<file path="src/rtl/alu_arbiter_if.sv">
// alu_arbiter_if: bundle of every signal the arbiter exchanges with its
// requesters, the external ALU and the response consumer.
//   master modport : the environment side (drives requests, alu_result, rsp_ready)
//   slave modport  : the arbiter side
// Handshake rule for both the request ports and the response port: a transfer
// happens in a cycle where valid && ready are both 1 at the rising edge;
// valid and its payload must stay stable until that transfer happens.
interface alu_arbiter_if #(
  parameter int WIDTH = 32
);
  logic             req0_valid;
  logic             req0_ready;
  logic [2:0]       req0_op;
  logic [WIDTH-1:0] req0_a;
  logic [WIDTH-1:0] req0_b;
  logic             req1_valid;
  logic             req1_ready;
  logic [2:0]       req1_op;
  logic [WIDTH-1:0] req1_a;
  logic [WIDTH-1:0] req1_b;
  logic [WIDTH-1:0] alu_a;
  logic [WIDTH-1:0] alu_b;
  logic             alu_s0;
  logic             alu_s1;
  logic             alu_s2;
  logic [WIDTH-1:0] alu_result;
  logic             rsp_valid;
  logic             rsp_ready;
  logic             rsp_id;
  logic [WIDTH-1:0] rsp_result;
  logic             rsp_err;

  modport master (
    output req0_valid, req0_op, req0_a, req0_b,
    output req1_valid, req1_op, req1_a, req1_b,
    output alu_result, rsp_ready,
    input  req0_ready, req1_ready,
    input  alu_a, alu_b, alu_s0, alu_s1, alu_s2,
    input  rsp_valid, rsp_id, rsp_result, rsp_err
  );

  modport slave (
    input  req0_valid, req0_op, req0_a, req0_b,
    input  req1_valid, req1_op, req1_a, req1_b,
    input  alu_result, rsp_ready,
    output req0_ready, req1_ready,
    output alu_a, alu_b, alu_s0, alu_s1, alu_s2,
    output rsp_valid, rsp_id, rsp_result, rsp_err
  );
endinterface

</file>
<file path="src/rtl/alu_arbiter.sv">
// alu_arbiter: round-robin arbiter/sequencer sharing one external combinational
// ALU between two requesters. One operation is in flight at a time:
// IDLE (arbitrate/grant) -> EXEC (ALU evaluates registered inputs) ->
// RESP (hold tagged response until rsp_ready).
// Ports:
//   clk       rising-edge clock
//   rst_n     asynchronous active-low reset
//   bus       alu_arbiter_if.slave: request ports, ALU operand/select outputs,
//             ALU result input, tagged response port
//   dbg_state current FSM state (0 IDLE, 1 EXEC, 2 RESP)
//   dbg_prio  round-robin pointer (requester preferred when both are valid)
// Optional feature: define ALU_ARB_OPCHK_EN to reject op 3'b111; such an
// operation is granted but leaves the ALU registers untouched and answers
// with rsp_err=1, rsp_result=0. Without it op 3'b111 goes to the ALU and
// rsp_err is constant 0.
module alu_arbiter #(
  parameter int WIDTH = 32
) (
  input  logic         clk,
  input  logic         rst_n,
  alu_arbiter_if.slave bus,
  output logic [1:0]   dbg_state,
  output logic         dbg_prio
);

  typedef enum logic [1:0] {
    IDLE = 2'd0,
    EXEC = 2'd1,
    RESP = 2'd2
  } state_t;

  state_t           state_q;
  state_t           state_d;
  logic             prio_q;
  logic             grant0;
  logic             grant1;
  logic             grant;
  logic [2:0]       sel_op;
  logic [WIDTH-1:0] sel_a;
  logic [WIDTH-1:0] sel_b;

`ifdef ALU_ARB_OPCHK_EN
  logic             op_bad_q;
`endif

  always_comb begin
    state_d = state_q;
    grant0  = 1'b0;
    grant1  = 1'b0;
    case (state_q)
      IDLE: begin
        // prio_q only matters when both requesters are valid.
        if (bus.req0_valid && (!bus.req1_valid || !prio_q)) begin
          grant0 = 1'b1;
        end else if (bus.req1_valid) begin
          grant1 = 1'b1;
        end
        if (grant0 || grant1) begin
          state_d = EXEC;
        end
      end
      EXEC:    state_d = RESP;
      RESP:    if (bus.rsp_ready) state_d = IDLE;
      default: state_d = IDLE;
    endcase
  end

  assign grant = grant0 | grant1;

  // Gated with rst_n so that no ready is seen while reset is held, even
  // though the state register already reads IDLE.
  assign bus.req0_ready = grant0 & rst_n;
  assign bus.req1_ready = grant1 & rst_n;

  assign sel_op = grant1 ? bus.req1_op : bus.req0_op;
  assign sel_a  = grant1 ? bus.req1_a  : bus.req0_a;
  assign sel_b  = grant1 ? bus.req1_b  : bus.req0_b;

  assign dbg_state = state_q;
  assign dbg_prio  = prio_q;

  always_ff @(posedge clk or negedge rst_n) begin
    if (!rst_n) begin
      state_q        <= IDLE;
      prio_q         <= 1'b0;
      bus.alu_a      <= '0;
      bus.alu_b      <= '0;
      bus.alu_s0     <= 1'b0;
      bus.alu_s1     <= 1'b0;
      bus.alu_s2     <= 1'b0;
      bus.rsp_valid  <= 1'b0;
      bus.rsp_id     <= 1'b0;
      bus.rsp_result <= '0;
`ifdef ALU_ARB_OPCHK_EN
      bus.rsp_err    <= 1'b0;
      op_bad_q       <= 1'b0;
`endif
    end else begin
      state_q <= state_d;
      if (grant) begin
        // Pointer moves to the requester that lost (or was absent).
        prio_q     <= grant0;
        bus.rsp_id <= grant1;
`ifdef ALU_ARB_OPCHK_EN
        op_bad_q <= (sel_op == 3'b111);
        if (sel_op != 3'b111) begin
          bus.alu_a  <= sel_a;
          bus.alu_b  <= sel_b;
          bus.alu_s0 <= sel_op[2];
          bus.alu_s1 <= sel_op[1];
          bus.alu_s2 <= sel_op[0];
        end
`else
        bus.alu_a  <= sel_a;
        bus.alu_b  <= sel_b;
        bus.alu_s0 <= sel_op[2];
        bus.alu_s1 <= sel_op[1];
        bus.alu_s2 <= sel_op[0];
`endif
      end
      if (state_q == EXEC) begin
        bus.rsp_valid <= 1'b1;
`ifdef ALU_ARB_OPCHK_EN
        bus.rsp_result <= op_bad_q ? '0 : bus.alu_result;
        bus.rsp_err    <= op_bad_q;
`else
        bus.rsp_result <= bus.alu_result;
`endif
      end
      if (state_q == RESP && bus.rsp_ready) begin
        bus.rsp_valid <= 1'b0;
      end
    end
  end

`ifndef ALU_ARB_OPCHK_EN
  assign bus.rsp_err = 1'b0;
`endif

endmodule

</file>
<file path="src/flat_wrapper.sv">
// flat-port wrapper written by rule: the top's interface ports become plain ports
module alu_arbiter_flat 
#(
  parameter int WIDTH = 32
)
  (clk, rst_n, dbg_state, dbg_prio, bus_req0_valid, bus_req0_op, bus_req0_a, bus_req0_b, bus_req1_valid, bus_req1_op, bus_req1_a, bus_req1_b, bus_alu_result, bus_rsp_ready, bus_req0_ready, bus_req1_ready, bus_alu_a, bus_alu_b, bus_alu_s0, bus_alu_s1, bus_alu_s2, bus_rsp_valid, bus_rsp_id, bus_rsp_result, bus_rsp_err);
  alu_arbiter_if #(.WIDTH(WIDTH)) bus_i ();
  input  logic clk;
  input  logic rst_n;
  output logic [1:0] dbg_state;
  output logic dbg_prio;
  input wire logic [$bits(bus_i.req0_valid)-1:0] bus_req0_valid;
  input wire logic [$bits(bus_i.req0_op)-1:0] bus_req0_op;
  input wire logic [$bits(bus_i.req0_a)-1:0] bus_req0_a;
  input wire logic [$bits(bus_i.req0_b)-1:0] bus_req0_b;
  input wire logic [$bits(bus_i.req1_valid)-1:0] bus_req1_valid;
  input wire logic [$bits(bus_i.req1_op)-1:0] bus_req1_op;
  input wire logic [$bits(bus_i.req1_a)-1:0] bus_req1_a;
  input wire logic [$bits(bus_i.req1_b)-1:0] bus_req1_b;
  input wire logic [$bits(bus_i.alu_result)-1:0] bus_alu_result;
  input wire logic [$bits(bus_i.rsp_ready)-1:0] bus_rsp_ready;
  output wire logic [$bits(bus_i.req0_ready)-1:0] bus_req0_ready;
  output wire logic [$bits(bus_i.req1_ready)-1:0] bus_req1_ready;
  output wire logic [$bits(bus_i.alu_a)-1:0] bus_alu_a;
  output wire logic [$bits(bus_i.alu_b)-1:0] bus_alu_b;
  output wire logic [$bits(bus_i.alu_s0)-1:0] bus_alu_s0;
  output wire logic [$bits(bus_i.alu_s1)-1:0] bus_alu_s1;
  output wire logic [$bits(bus_i.alu_s2)-1:0] bus_alu_s2;
  output wire logic [$bits(bus_i.rsp_valid)-1:0] bus_rsp_valid;
  output wire logic [$bits(bus_i.rsp_id)-1:0] bus_rsp_id;
  output wire logic [$bits(bus_i.rsp_result)-1:0] bus_rsp_result;
  output wire logic [$bits(bus_i.rsp_err)-1:0] bus_rsp_err;
  assign bus_i.req0_valid = bus_req0_valid;
  assign bus_i.req0_op = bus_req0_op;
  assign bus_i.req0_a = bus_req0_a;
  assign bus_i.req0_b = bus_req0_b;
  assign bus_i.req1_valid = bus_req1_valid;
  assign bus_i.req1_op = bus_req1_op;
  assign bus_i.req1_a = bus_req1_a;
  assign bus_i.req1_b = bus_req1_b;
  assign bus_i.alu_result = bus_alu_result;
  assign bus_i.rsp_ready = bus_rsp_ready;
  assign bus_req0_ready = bus_i.req0_ready;
  assign bus_req1_ready = bus_i.req1_ready;
  assign bus_alu_a = bus_i.alu_a;
  assign bus_alu_b = bus_i.alu_b;
  assign bus_alu_s0 = bus_i.alu_s0;
  assign bus_alu_s1 = bus_i.alu_s1;
  assign bus_alu_s2 = bus_i.alu_s2;
  assign bus_rsp_valid = bus_i.rsp_valid;
  assign bus_rsp_id = bus_i.rsp_id;
  assign bus_rsp_result = bus_i.rsp_result;
  assign bus_rsp_err = bus_i.rsp_err;
  alu_arbiter #(.WIDTH(WIDTH)) u_core (.clk(clk), .rst_n(rst_n), .bus(bus_i), .dbg_state(dbg_state), .dbg_prio(dbg_prio));
endmodule
</file>
<file path="config.mk">
export PLATFORM = sky130hd
export DESIGN_NAME = alu_arbiter_flat
export DESIGN_NICKNAME = d
export VERILOG_FILES = /design/src/rtl/alu_arbiter_if.sv /design/src/rtl/alu_arbiter.sv /design/src/flat_wrapper.sv
export SDC_FILE = /design/constraint.sdc
export NUM_CORES = 1
export LEC_CHECK = 0
export ABC_AREA = 1
export CAP_MARGIN = 20
export CORE_ASPECT_RATIO = 2
export CORE_MARGIN = 2
export CORE_UTILIZATION = 34
export CTS_CLUSTER_DIAMETER = 150
export CTS_CLUSTER_SIZE = 16
export DETAILED_ROUTE_END_ITERATION = 16
export PLACE_DENSITY_LB_ADDON = 0.3
export SETUP_SLACK_MARGIN = 0.05
export SYNTH_ARGS = -nofsm -noshare
export SYNTH_HDL_FRONTEND = slang
export SYNTH_SLANG_ARGS = --single-unit
</file>
<file path="constraint.sdc">
create_clock -name clk -period 1.5 [get_ports clk]
set_input_delay 0.45 -clock clk [delete_from_list [all_inputs] [get_ports clk]]
set_output_delay 0.45 -clock clk [all_outputs]
set_load 0.05 [all_outputs]
</file>
==> flow_summary.yaml <==
setup_path:
  cp_cell_sequence: "nor2_4 > nand3_2 > nor2_4 > buf_12"
  crit_start: "u_core.dbg_state[1]$_DFFE_PN0P_"
  start_kind: "flip-flop"
  rr_startpoint: "u_core.dbg_state[1]$_DFFE_PN0P_"
  endpoint_kind: "output port"
  critPathMaxFanout: 3
  worst_path_most_repeated_cell: "nor2_4"
  required_ps: 1050
  critPathKind: "flip-flop to output port"
  cpPeakStageDelay_ps: 430
  crit_slowest_cell: "dfrtp_2"
  worst_ep_arrival_time_ps: 1320
routing:
  antenna_left: 0
  drc: 0
  wl_um: 17400
  drtIter0Drc: 179
  vias: 5103
  avgViaCountPerCell: 4.78
  wl_per_cell_um: 16.3
  first_pass_iters: 5
sta:
  fmax_ghz: 0.565
  setup_viol: 71
  slew_violations: 0
  fin_skew_ps: 9.37
  hold_violations: 0
  rsz0062_at_grt: "true"
  worst_slack_ps: -271
  slew_headroom_pct: 63.5
  min_period_ps: 1770
  fin_crit_sh_pct: 118
  worst_slew_pin_slew_ps: 548
finish:
  nFillCells: 962
  syn_to_final_growth_pct: 110
  drive_above_1_share_pct: 24.0
  area.sequential_um2: 2610
  finalNetCount: 1079
  multi_input_area_um2: 1980
  final_cell_count_no_fill: 1068
  diodes: 0
synthesis:
  ys_seq_area_share_pct: 56.2
  ys_types: 17
  avgSynthCellArea_um2: 7.73
  synth_top_area_share_pct: 56.2
  ys_ff_latch: 104
  netlist_instances: 599
  synth_top_cell_by_area: "dfrtp_1"
  synth_area_um2: 4630
  ys_warn_count: 0
  syn_nets: 770
  synthTopCellsByArea: "dfrtp_1 56%, nand2_1 19%, nor2_1 11%, o21ai_0 6.1%, clkbuf_1 1.5%"
global_routing:
  grt_use_met1_pct: 24.1
  grt.met2_usage_pct: 40.7
  grt_max_degree: 105
  grt_pass1_vias: 4943
  grt_pass1_wl_um: 25500
  overflow: 0
  grt_busiest_layer: "met2"
  antenna_found_initial: 0
  grt_use_total_pct: 22.5
  use_met3_pct: 6.00
floorplan:
  die_area_um2: 14600
  start_util_pct: 34.7
  rows: 60
  die_y_um: 169
  die_w_um: 86.5
  io_pins: 278
  core-area_um2: 13400
clock_tree:
  htree_levels: 3
  cts-root-buf: "clkbuf_16"
  cts_inserted_buffers: 9
  clkTransAtPathRegs_ps: 70
  clock_latency_ps: 340
  cts_tree: "done"
  clock-sinks: 104
  clockBufferDepth: 2
place:
  dp_hpwl_um: 12100
  dp_slack_ps: -489
  io_buffers: 276
  place_congestion: 0.824
  dpl.cell_count: 1031
pwr:
  p_total_mw: 25.5
  power.leakage_nw: 4.60
  power_density_nw_per_um2: 2630
  peakVddDrop_v: 0.00145
job:
  drv_cap: 0
hold_path:
  hp-class: "input port to async pin"
run_status:
  violations: "negative setup slack"
  run_status: "complete, but fails checks"
-- report_power, final --
part	leakage (nW)	switching [mW]	total, mW	internal (mW)
logic	3.22	9.01	17.2	8.23
registers	1.23	1.55	5.83	4.28
clock network	0.146	1.11	2.43	1.32
-- Yosys cell counts --
library cell    n
nand2_1       239
nor2_1        131
dfrtp_1       104
o21ai_0        56
clkbuf_1       18
inv_1          11
buf_2          10
o21ai_1        10
buf_6           5
nand3_1         5
nand4_1         3
buf_4           2
conb_1          1
nand2_2         1
nand3_2         1
nor2_2          1
o21ai_2         1
-- logic make-up after synthesis --
group | after synthesis | share of synthesized area, %
DFF | 104 | 56.2
buffers and inverters | 46 | 4.97
AOI/OAI and AO/OA | 67 | 7.32
and+or+nand+nor | 381 | 31.4
other | 1 | 0.0810
-- per-layer routing --
| metal | routed length [um] | share of wire (%) |
|---|---|---|
| met2 | 9540 | 55 |
| met4 | 686 | 3.9 |
| met5 | 0 | 0 |
| met3 | 1150 | 6.6 |
| met1 | 5990 | 34 |
-- registers in the layout (all words and copies together), names as in the netlist --
register / cells
u_core.dbg_state: 2
u_core.bus.alu_s2: 1
u_core.bus.alu_a: 32
u_core.bus.alu_s0: 1
u_core.bus.alu_s1: 1
u_core.dbg_prio: 1
u_core.bus.rsp_id: 1
u_core.bus.alu_b: 32
u_core.bus.rsp_valid: 1
u_core.bus.rsp_result: 32
-- layout make-up --
cell class                 instances  share of cell area (%)
clock buffer                      10                    2.36
inverter                          11                   0.425
clock inverter                     6                   0.773
multi-input combinational        449                    20.4
timing repair buffer             333                    47.3
tap                              155                    2.00
sequential                       104                    26.8
-- worst max-delay path: cells and delay by family (launching register included) --
kind / cells / cell delay (ps)
flops: 1 / 430
buf+inv: 1 / 140
simple gates: 3 / 420
-- path summary, 6_finish.rpt --
| kind | to | slack, ps | depth (start not counted) |
|---|---|---|---|
| worst min-delay path | u_core.bus.rsp_result[7]$_DFFE_PN0N_ | 210 | 2 |
| worst min register to register | u_core.bus.rsp_result[22]$_DFFE_PN0N_ | 530 | 2 |
| worst max-delay path | bus_req0_ready | -270 | 4 |
| min in group clk | u_core.bus.rsp_result[22]$_DFFE_PN0N_ | 530 | 2 |
| worst max register to register | u_core.bus.alu_a[22]$_DFFE_PN0P_ | -140 | 9 |
| max in group asynchronous | u_core.dbg_prio$_DFFE_PN0P_ | 880 | 2 |
-- repair_timing --
item,CTS,global route
setup endpoints to repair,74,73
buffers inserted,6,7
pin swaps,8,4
cloned,3,7
hold buffers,0,0
gates resized for setup,87,28
-- metrics by stage --
step | setup TNS [ps] | util (%) | hold slack, ps | area [um2]
6_report | -5800 | 72.7 | 208 | 9710
5_1_grt | -12570 | 72.7 | 230 | 9710
4_1_cts | -706 | 70.8 | 224 | 9460
3_5_place_dp | -29050 | 66.0 | 522 | 8820
3_3_place_gp | -27610 | 66.0 | 516 | 8820
2_1_floorplan | -366 | - | 154 | 4670
-- placed cells by master (no fill, tap or decap), types with 2 or more instances in the layout --
cell               n
dlygate4sd2_1      2
inv_6              2
inv_1             10
o21ai_0           25
nand3_1            4
dfrtp_2            3
buf_6             14
buf_12           116
nor2_1           102
nand4_1            3
nand2_2            2
buf_4             23
nand2_1          238
clkbuf_16         15
clkdlybuf4s50_1  167
buf_8              3
nor2_2            14
o21ai_1           40
dfrtp_1          101
buf_16             2
nor2_4            16
No activity file was read; power rests on OpenSTA's default activity.
